$ cat src/rtl/carrier_phase_nco.sv
// Carrier phase NCO: modulo-M phase accumulator with static offset, folded into a
// quarter-wave table address plus quadrant sign/swap flags for the I/Q rotator.
module carrier_phase_nco #(
  parameter int unsigned READ_DEPTH = 2500,
  parameter int unsigned NB_PHASE   = 14,
  parameter int unsigned NB_ADDR    = 12
) (
  input  logic                i_clock,
  input  logic                i_reset,
  input  logic                i_enable,
  input  logic                i_sync,
  input  logic                i_freq_load,
  input  logic [NB_PHASE-1:0] i_freq_word,
  input  logic                i_offset_load,
  input  logic [NB_PHASE-1:0] i_phase_offset,
  output logic [NB_ADDR-1:0]  o_addr,
  output logic                o_swap,
  output logic                o_neg_sin,
  output logic                o_neg_cos,
  output logic [NB_PHASE-1:0] o_phase,
  output logic                o_valid
);

  localparam int unsigned         FullTurn = 4 * READ_DEPTH;
  localparam logic [NB_PHASE:0]   TurnExt  = (NB_PHASE + 1)'(FullTurn);
  localparam logic [NB_PHASE-1:0] TurnMax  = NB_PHASE'(FullTurn - 1);
  localparam logic [NB_PHASE-1:0] Quarter1 = NB_PHASE'(READ_DEPTH);
  localparam logic [NB_PHASE-1:0] Quarter2 = NB_PHASE'(2 * READ_DEPTH);
  localparam logic [NB_PHASE-1:0] Quarter3 = NB_PHASE'(3 * READ_DEPTH);

  function automatic logic [NB_PHASE-1:0] clamp_turn(input logic [NB_PHASE-1:0] w);
    return ({1'b0, w} >= TurnExt) ? TurnMax : w;
  endfunction

  // Both operands are below M, so one conditional subtract completes the modulo.
  function automatic logic [NB_PHASE-1:0] mod_add(input logic [NB_PHASE-1:0] a,
                                                  input logic [NB_PHASE-1:0] b);
    logic [NB_PHASE:0] sum;
    sum = {1'b0, a} + {1'b0, b};
    if (sum >= TurnExt) sum = sum - TurnExt;
    return NB_PHASE'(sum);
  endfunction

  logic [NB_PHASE-1:0] step_q, offset_q, acc_q, acc_d, acc_cur;
  logic [NB_PHASE-1:0] ph1_q, ph1_d;
  logic                v1_q;
  logic [1:0]          quad;
  logic [NB_PHASE-1:0] fold;

  always_comb begin
    acc_cur = i_sync ? '0 : acc_q;
    acc_d   = acc_q;
    if (i_enable) begin
      acc_d = mod_add(acc_cur, step_q);
    end else if (i_sync) begin
      acc_d = '0;
    end
    ph1_d = mod_add(acc_cur, offset_q);
  end

  always_comb begin
    quad = 2'd0;
    fold = ph1_q;
    if (ph1_q >= Quarter3) begin
      quad = 2'd3;
      fold = ph1_q - Quarter3;
    end else if (ph1_q >= Quarter2) begin
      quad = 2'd2;
      fold = ph1_q - Quarter2;
    end else if (ph1_q >= Quarter1) begin
      quad = 2'd1;
      fold = ph1_q - Quarter1;
    end
  end

  always_ff @(posedge i_clock or negedge i_reset) begin
    if (!i_reset) begin
      step_q   <= '0;
      offset_q <= '0;
      acc_q    <= '0;
      ph1_q    <= '0;
      v1_q     <= 1'b0;
    end else begin
      if (i_freq_load)   step_q   <= clamp_turn(i_freq_word);
      if (i_offset_load) offset_q <= clamp_turn(i_phase_offset);
      acc_q <= acc_d;
      ph1_q <= ph1_d;
      v1_q  <= i_enable;
    end
  end

  // Data outputs hold their last sample while no new one arrives.
  always_ff @(posedge i_clock or negedge i_reset) begin
    if (!i_reset) begin
      o_addr    <= '0;
      o_swap    <= 1'b0;
      o_neg_sin <= 1'b0;
      o_neg_cos <= 1'b0;
      o_phase   <= '0;
      o_valid   <= 1'b0;
    end else begin
      o_valid <= v1_q;
      if (v1_q) begin
        o_addr    <= NB_ADDR'(fold);
        o_phase   <= ph1_q;
        o_swap    <= quad[0];
        o_neg_sin <= quad[1];
        o_neg_cos <= quad[0] ^ quad[1];
      end
    end
  end

endmodule

$ cat config.mk
export PLATFORM = sky130hd
export DESIGN_NAME = carrier_phase_nco
export DESIGN_NICKNAME = d
export VERILOG_FILES = /design/src/rtl/carrier_phase_nco.sv
export SDC_FILE = /design/constraint.sdc
export NUM_CORES = 1
export LEC_CHECK = 0
export ABC_AREA = 1
export ABC_CLOCK_PERIOD_IN_PS = 2800
export BUFFER_PORTS_ARGS = -buffer_cell sky130_fd_sc_hd__buf_2
export CORE_MARGIN = 2
export CORE_UTILIZATION = 30
export DETAILED_ROUTE_END_ITERATION = 8
export SYNTH_ARGS = -nofsm -noshare
export SYNTH_HDL_FRONTEND = slang
export SYNTH_SLANG_ARGS = --single-unit
$ cat constraint.sdc
create_clock -name i_clock -period 2.8 [get_ports i_clock]
set_input_delay 0.14 -clock i_clock [delete_from_list [all_inputs] [get_ports i_clock]]
set_output_delay 0.14 -clock i_clock [all_outputs]
set_load 0.01 [all_outputs]
==> metrics.log <==
INFO  metric critPathMaxFanout = 9
INFO  metric worst_hold_startpoint = i_phase_offset[7]
INFO  metric synthesis.instances = 907
INFO  metric grt_usage = 15.0%
INFO  metric die_w = 147 microns
INFO  metric r2r_slack = 0.21 ns
INFO  metric cts_root_buf = sky130_fd_sc_hd__clkbuf_16
INFO  metric nets = 1035
INFO  metric flow.area_growth_from_synthesis = 19.0%
INFO  metric ys_ff_latch = 85
INFO  metric timing.hold.worst_endpoint = offset_q[7]
INFO  metric finalWirelength = 15700 microns
INFO  metric cts.path.max_buffers = 2
INFO  metric route.antenna.remaining_nets = 0
INFO  metric clock_latency = 0.35 ns
INFO  metric postLayoutCellArea = 7330 sq um
INFO  metric cts-buffers-inserted = 9
INFO  metric drt_pass1_iterations = 5
INFO  metric commonest_non_fill_non_tap_cell_in_the_layout = sky130_fd_sc_hd__nand2_1
INFO  metric power.density = 953 nW/um^2
INFO  metric grt_first_pass_wirelength = 26500 microns
INFO  metric clock_tree.htree_level_count = 3
INFO  metric pin_count_of_the_biggest_net_entering_global_routing = 47
INFO  metric hpwl = 12100 microns
INFO  metric pin_count = 64
INFO  metric worstPathArrival = 2.83 ns
INFO  metric synthesis.yosys.warnings = 0
INFO  metric run_status = finished clean
INFO  metric reg2reg_from = acc_q[0]
INFO  metric path_buf_inv = 4
INFO  metric remaining_drc_errors = 0
INFO  metric setup.worst_path.class = flop to flop
INFO  metric achievable-frequency = 386 MHz
INFO  metric period_share = 92.5%
INFO  metric grt_overflow = 0
INFO  metric cpMostUsedCell = sky130_fd_sc_hd__nand2_2
INFO  metric start_util = 30.5%
INFO  metric final_cell_mix = 270 x sky130_fd_sc_hd__nand2_1, 110 x sky130_fd_sc_hd__inv_1, 85 x sky130_fd_sc_hd__dfrtp_1
INFO  metric pin_slew_with_the_least_headroom_to_its_limit = 0.844 ns
INFO  metric postSynthAreaPerCell = 6.79 sq um
INFO  metric floorplan.die.height = 147 microns
INFO  metric fin_skew = 0.00993 ns
INFO  metric crit_path_max_incr_delay = 0.36 ns
INFO  metric total_number_of_clock_tree_sinks = 85
INFO  metric critPathSlowestCell = sky130_fd_sc_hd__dfrtp_1
INFO  metric critical_path.cell_chain = inv_1 -> nor2_2 -> buf_4 -> ha_1 -> ha_1 -> inv_1 -> nand2_2 -> nand2_1 -> nand2_2 -> nand2_2 -> nand2_2 -> buf_12 -> xor2_4 -> nand3_2 -> nand3_4 -> nand3_4 -> nand2_4 -> nand2_8 -> nand2_1 -> nand2_1
INFO  metric vias = 5774
INFO  metric gp_routability_congestion = 0.890
INFO  metric timing_max_transition_violations_final = 0
INFO  metric power.ir.vdd_worst = 0.386 mV
INFO  metric dieArea = 21700 sq um
INFO  metric tritoncts = built
INFO  metric reg2regPathDepth = 20
INFO  metric synth-edff-count = 0
INFO  metric p_leak = 3.85 nW
INFO  metric timing.critical_path.depth = 20
INFO  metric fin_crit = 2.59 ns
INFO  metric synth.lib_cells_used.distinct = 43
INFO  metric regToRegEndpoint = ph1_q[10]
INFO  metric place.port_buffers = 63
INFO  metric vias_in_the_first_global_route = 5501
INFO  metric antenna-diode-count = 0
INFO  metric critPathCaptureType = flop
INFO  metric cpLargestDelayFamily = simple AND/OR/NAND/NOR gates
INFO  metric hold-path-cell-count = 3
INFO  metric synth.cell_area = 6160 sq um
INFO  metric startpoint_type = flop
INFO  metric hold_violations = 0
INFO  metric via_per_inst = 4.62
INFO  metric initialDrtViolationCount = 225
INFO  metric drv.max_cap_violation_count = 0
INFO  metric antenna_found_initial = 0
INFO  metric timing.hold.worst.class = input port to flop
INFO  metric core.rowCount = 52
INFO  metric dpl_cell_area = 6800 sq um
INFO  metric synth.yosys.seq_area_share = 34.5%
INFO  metric finalCoreUtilization = 36.3%
INFO  metric post_drt_wl_per_cell = 12.6 microns
INFO  metric slew_headroom = 43.7%
INFO  metric worst_ep_required_time = 3.04 ns
INFO  metric design.core.area = 20200 sq um
INFO  metric synthesis.nets = 966
INFO  metric drive_above_1_share = 18.5%
INFO  metric path_clk_slew = 0.07 ns
INFO  metric ys_async_sr_fraction = 100%
INFO  metric yosys_most_used_dff = sky130_fd_sc_hd__dfrtp_1
INFO  metric report.final.setup_viol = 0
[area by class of cell]
cell class / instances / area (sq um)
Fill cell: 2156 / 12800
Multi-Input combinational cell: 676 / 3640
Sequential cell: 85 / 2130
Inverter: 126 / 473
Timing Repair Buffer: 78 / 445
Tap cell: 270 / 338
Clock buffer: 9 / 225
Clock inverter: 7 / 80.1
[power breakdown]
part | switching [W] | total [W] | internal [W]
Sequential | 0.000282 | 0.00189 | 0.00160
Clock | 0.000536 | 0.00124 | 0.000704
Combinational | 0.00247 | 0.00386 | 0.00139
Total | 0.00329 | 0.00699 | 0.00370
[sequential cells by signal, summed over array words and instances (netlist names)]
name	count
v1_q	1
o_swap	1
step_q	14
ph1_q	14
o_neg_cos	1
o_phase	12
o_valid	1
offset_q	14
acc_q	14
o_neg_sin	1
o_addr	12
[worst max-delay path by stage]
stage,from,endpoint,slack [ns]
CTS,acc_q[10],acc_q[6],0.13
global placement,i_sync,ph1_q[10],0.14
floorplan,acc_q[0],acc_q[8],0.52
global route,acc_q[0],ph1_q[11],-0.01
detailed placement,i_sync,ph1_q[10],0.09
finish,acc_q[0],ph1_q[10],0.21
[metrics by stage]
step	std cells	power (W)	hold WS, ns	TNS, ns	setup WS (ns)
6_report	1251	0.00699	0.0432	0	0.210
5_1_grt	1251	0.00768	0.0406	-0.0540	-0.0137
4_1_cts	1247	0.00677	0.0338	0	0.127
3_5_place_dp	1230	0.00549	0.202	0	0.0950
2_1_floorplan	907	0.00459	-0.156	0	0.524
3_3_place_gp	1230	0.00547	0.209	0	0.137
[synth_stat cells (all sizes together) (2+ instances only)]
cell type | n | area [sq um]
nor3 | 9 | 45.0
clkinv | 2 | 7.51
nand4 | 10 | 62.6
xor2 | 17 | 179
and2 | 3 | 18.8
ha | 25 | 313
o2111ai | 2 | 17.5
a21boi | 2 | 15.0
a22oi | 7 | 52.6
o21ai | 41 | 205
nand2 | 307 | 1220
clkbuf | 16 | 60.1
o21a | 2 | 15.0
dfrtp | 85 | 2130
o211ai | 10 | 75.1
nor4 | 2 | 12.5
nand3b | 9 | 67.6
nand3 | 84 | 445
nor3b | 2 | 15.0
buf | 5 | 38.8
xnor2 | 4 | 35.0
nor2 | 101 | 424
inv | 124 | 465
and3 | 2 | 12.5
a21oi | 22 | 118
o31ai | 2 | 15.0
a31oi | 8 | 56.3
[routing by layer]
layer  vias to the layer above  share of wire [%]  routed length (microns)  track usage [%]
li1                       3030                  -                        -                -
met1                      2630                 49                     7750             20.5
met2                        99                 45                     7150             24.3
met3                        15                3.6                      564             2.58
met4                         0                1.8                      285             4.66
met5                         -                  0                        0                0
[worst reg2reg max path, stage by stage, from the launching register on]
cell	delay, ns
sky130_fd_sc_hd__dfrtp_1	0.36
sky130_fd_sc_hd__inv_1	0.06
sky130_fd_sc_hd__nor2_2	0.04
sky130_fd_sc_hd__buf_4	0.15
sky130_fd_sc_hd__ha_1	0.19
sky130_fd_sc_hd__ha_1	0.18
sky130_fd_sc_hd__inv_1	0.06
sky130_fd_sc_hd__nand2_2	0.08
sky130_fd_sc_hd__nand2_1	0.08
sky130_fd_sc_hd__nand2_2	0.07
sky130_fd_sc_hd__nand2_2	0.07
sky130_fd_sc_hd__nand2_2	0.07
sky130_fd_sc_hd__buf_12	0.14
sky130_fd_sc_hd__xor2_4	0.17
sky130_fd_sc_hd__nand3_2	0.15
sky130_fd_sc_hd__nand3_4	0.15
sky130_fd_sc_hd__nand3_4	0.11
sky130_fd_sc_hd__nand2_4	0.12
sky130_fd_sc_hd__nand2_8	0.08
sky130_fd_sc_hd__nand2_1	0.08
sky130_fd_sc_hd__nand2_1	0.06
[kinds of logic after synthesis]
| group | after synthesis | synth area share [%] |
|---|---|---|
| xor gates and xnor gates | 21 | 3.47 |
| and+or+nand+nor | 529 | 37.8 |
| AOI/OAI and AO/OA | 100 | 9.79 |
| DFF | 85 | 34.5 |
| adders and majority gates | 25 | 5.08 |
| buffers and inverters | 147 | 9.29 |
[what timing repair did]
item,4_1_cts,5_1_grt
hold buffers,1,0
endpoints found under the setup margin,0,18
setup buffers,0,3
resized for setup,0,41
endpoints found under the hold margin,44,0
(Power assumes the default switching activity.)
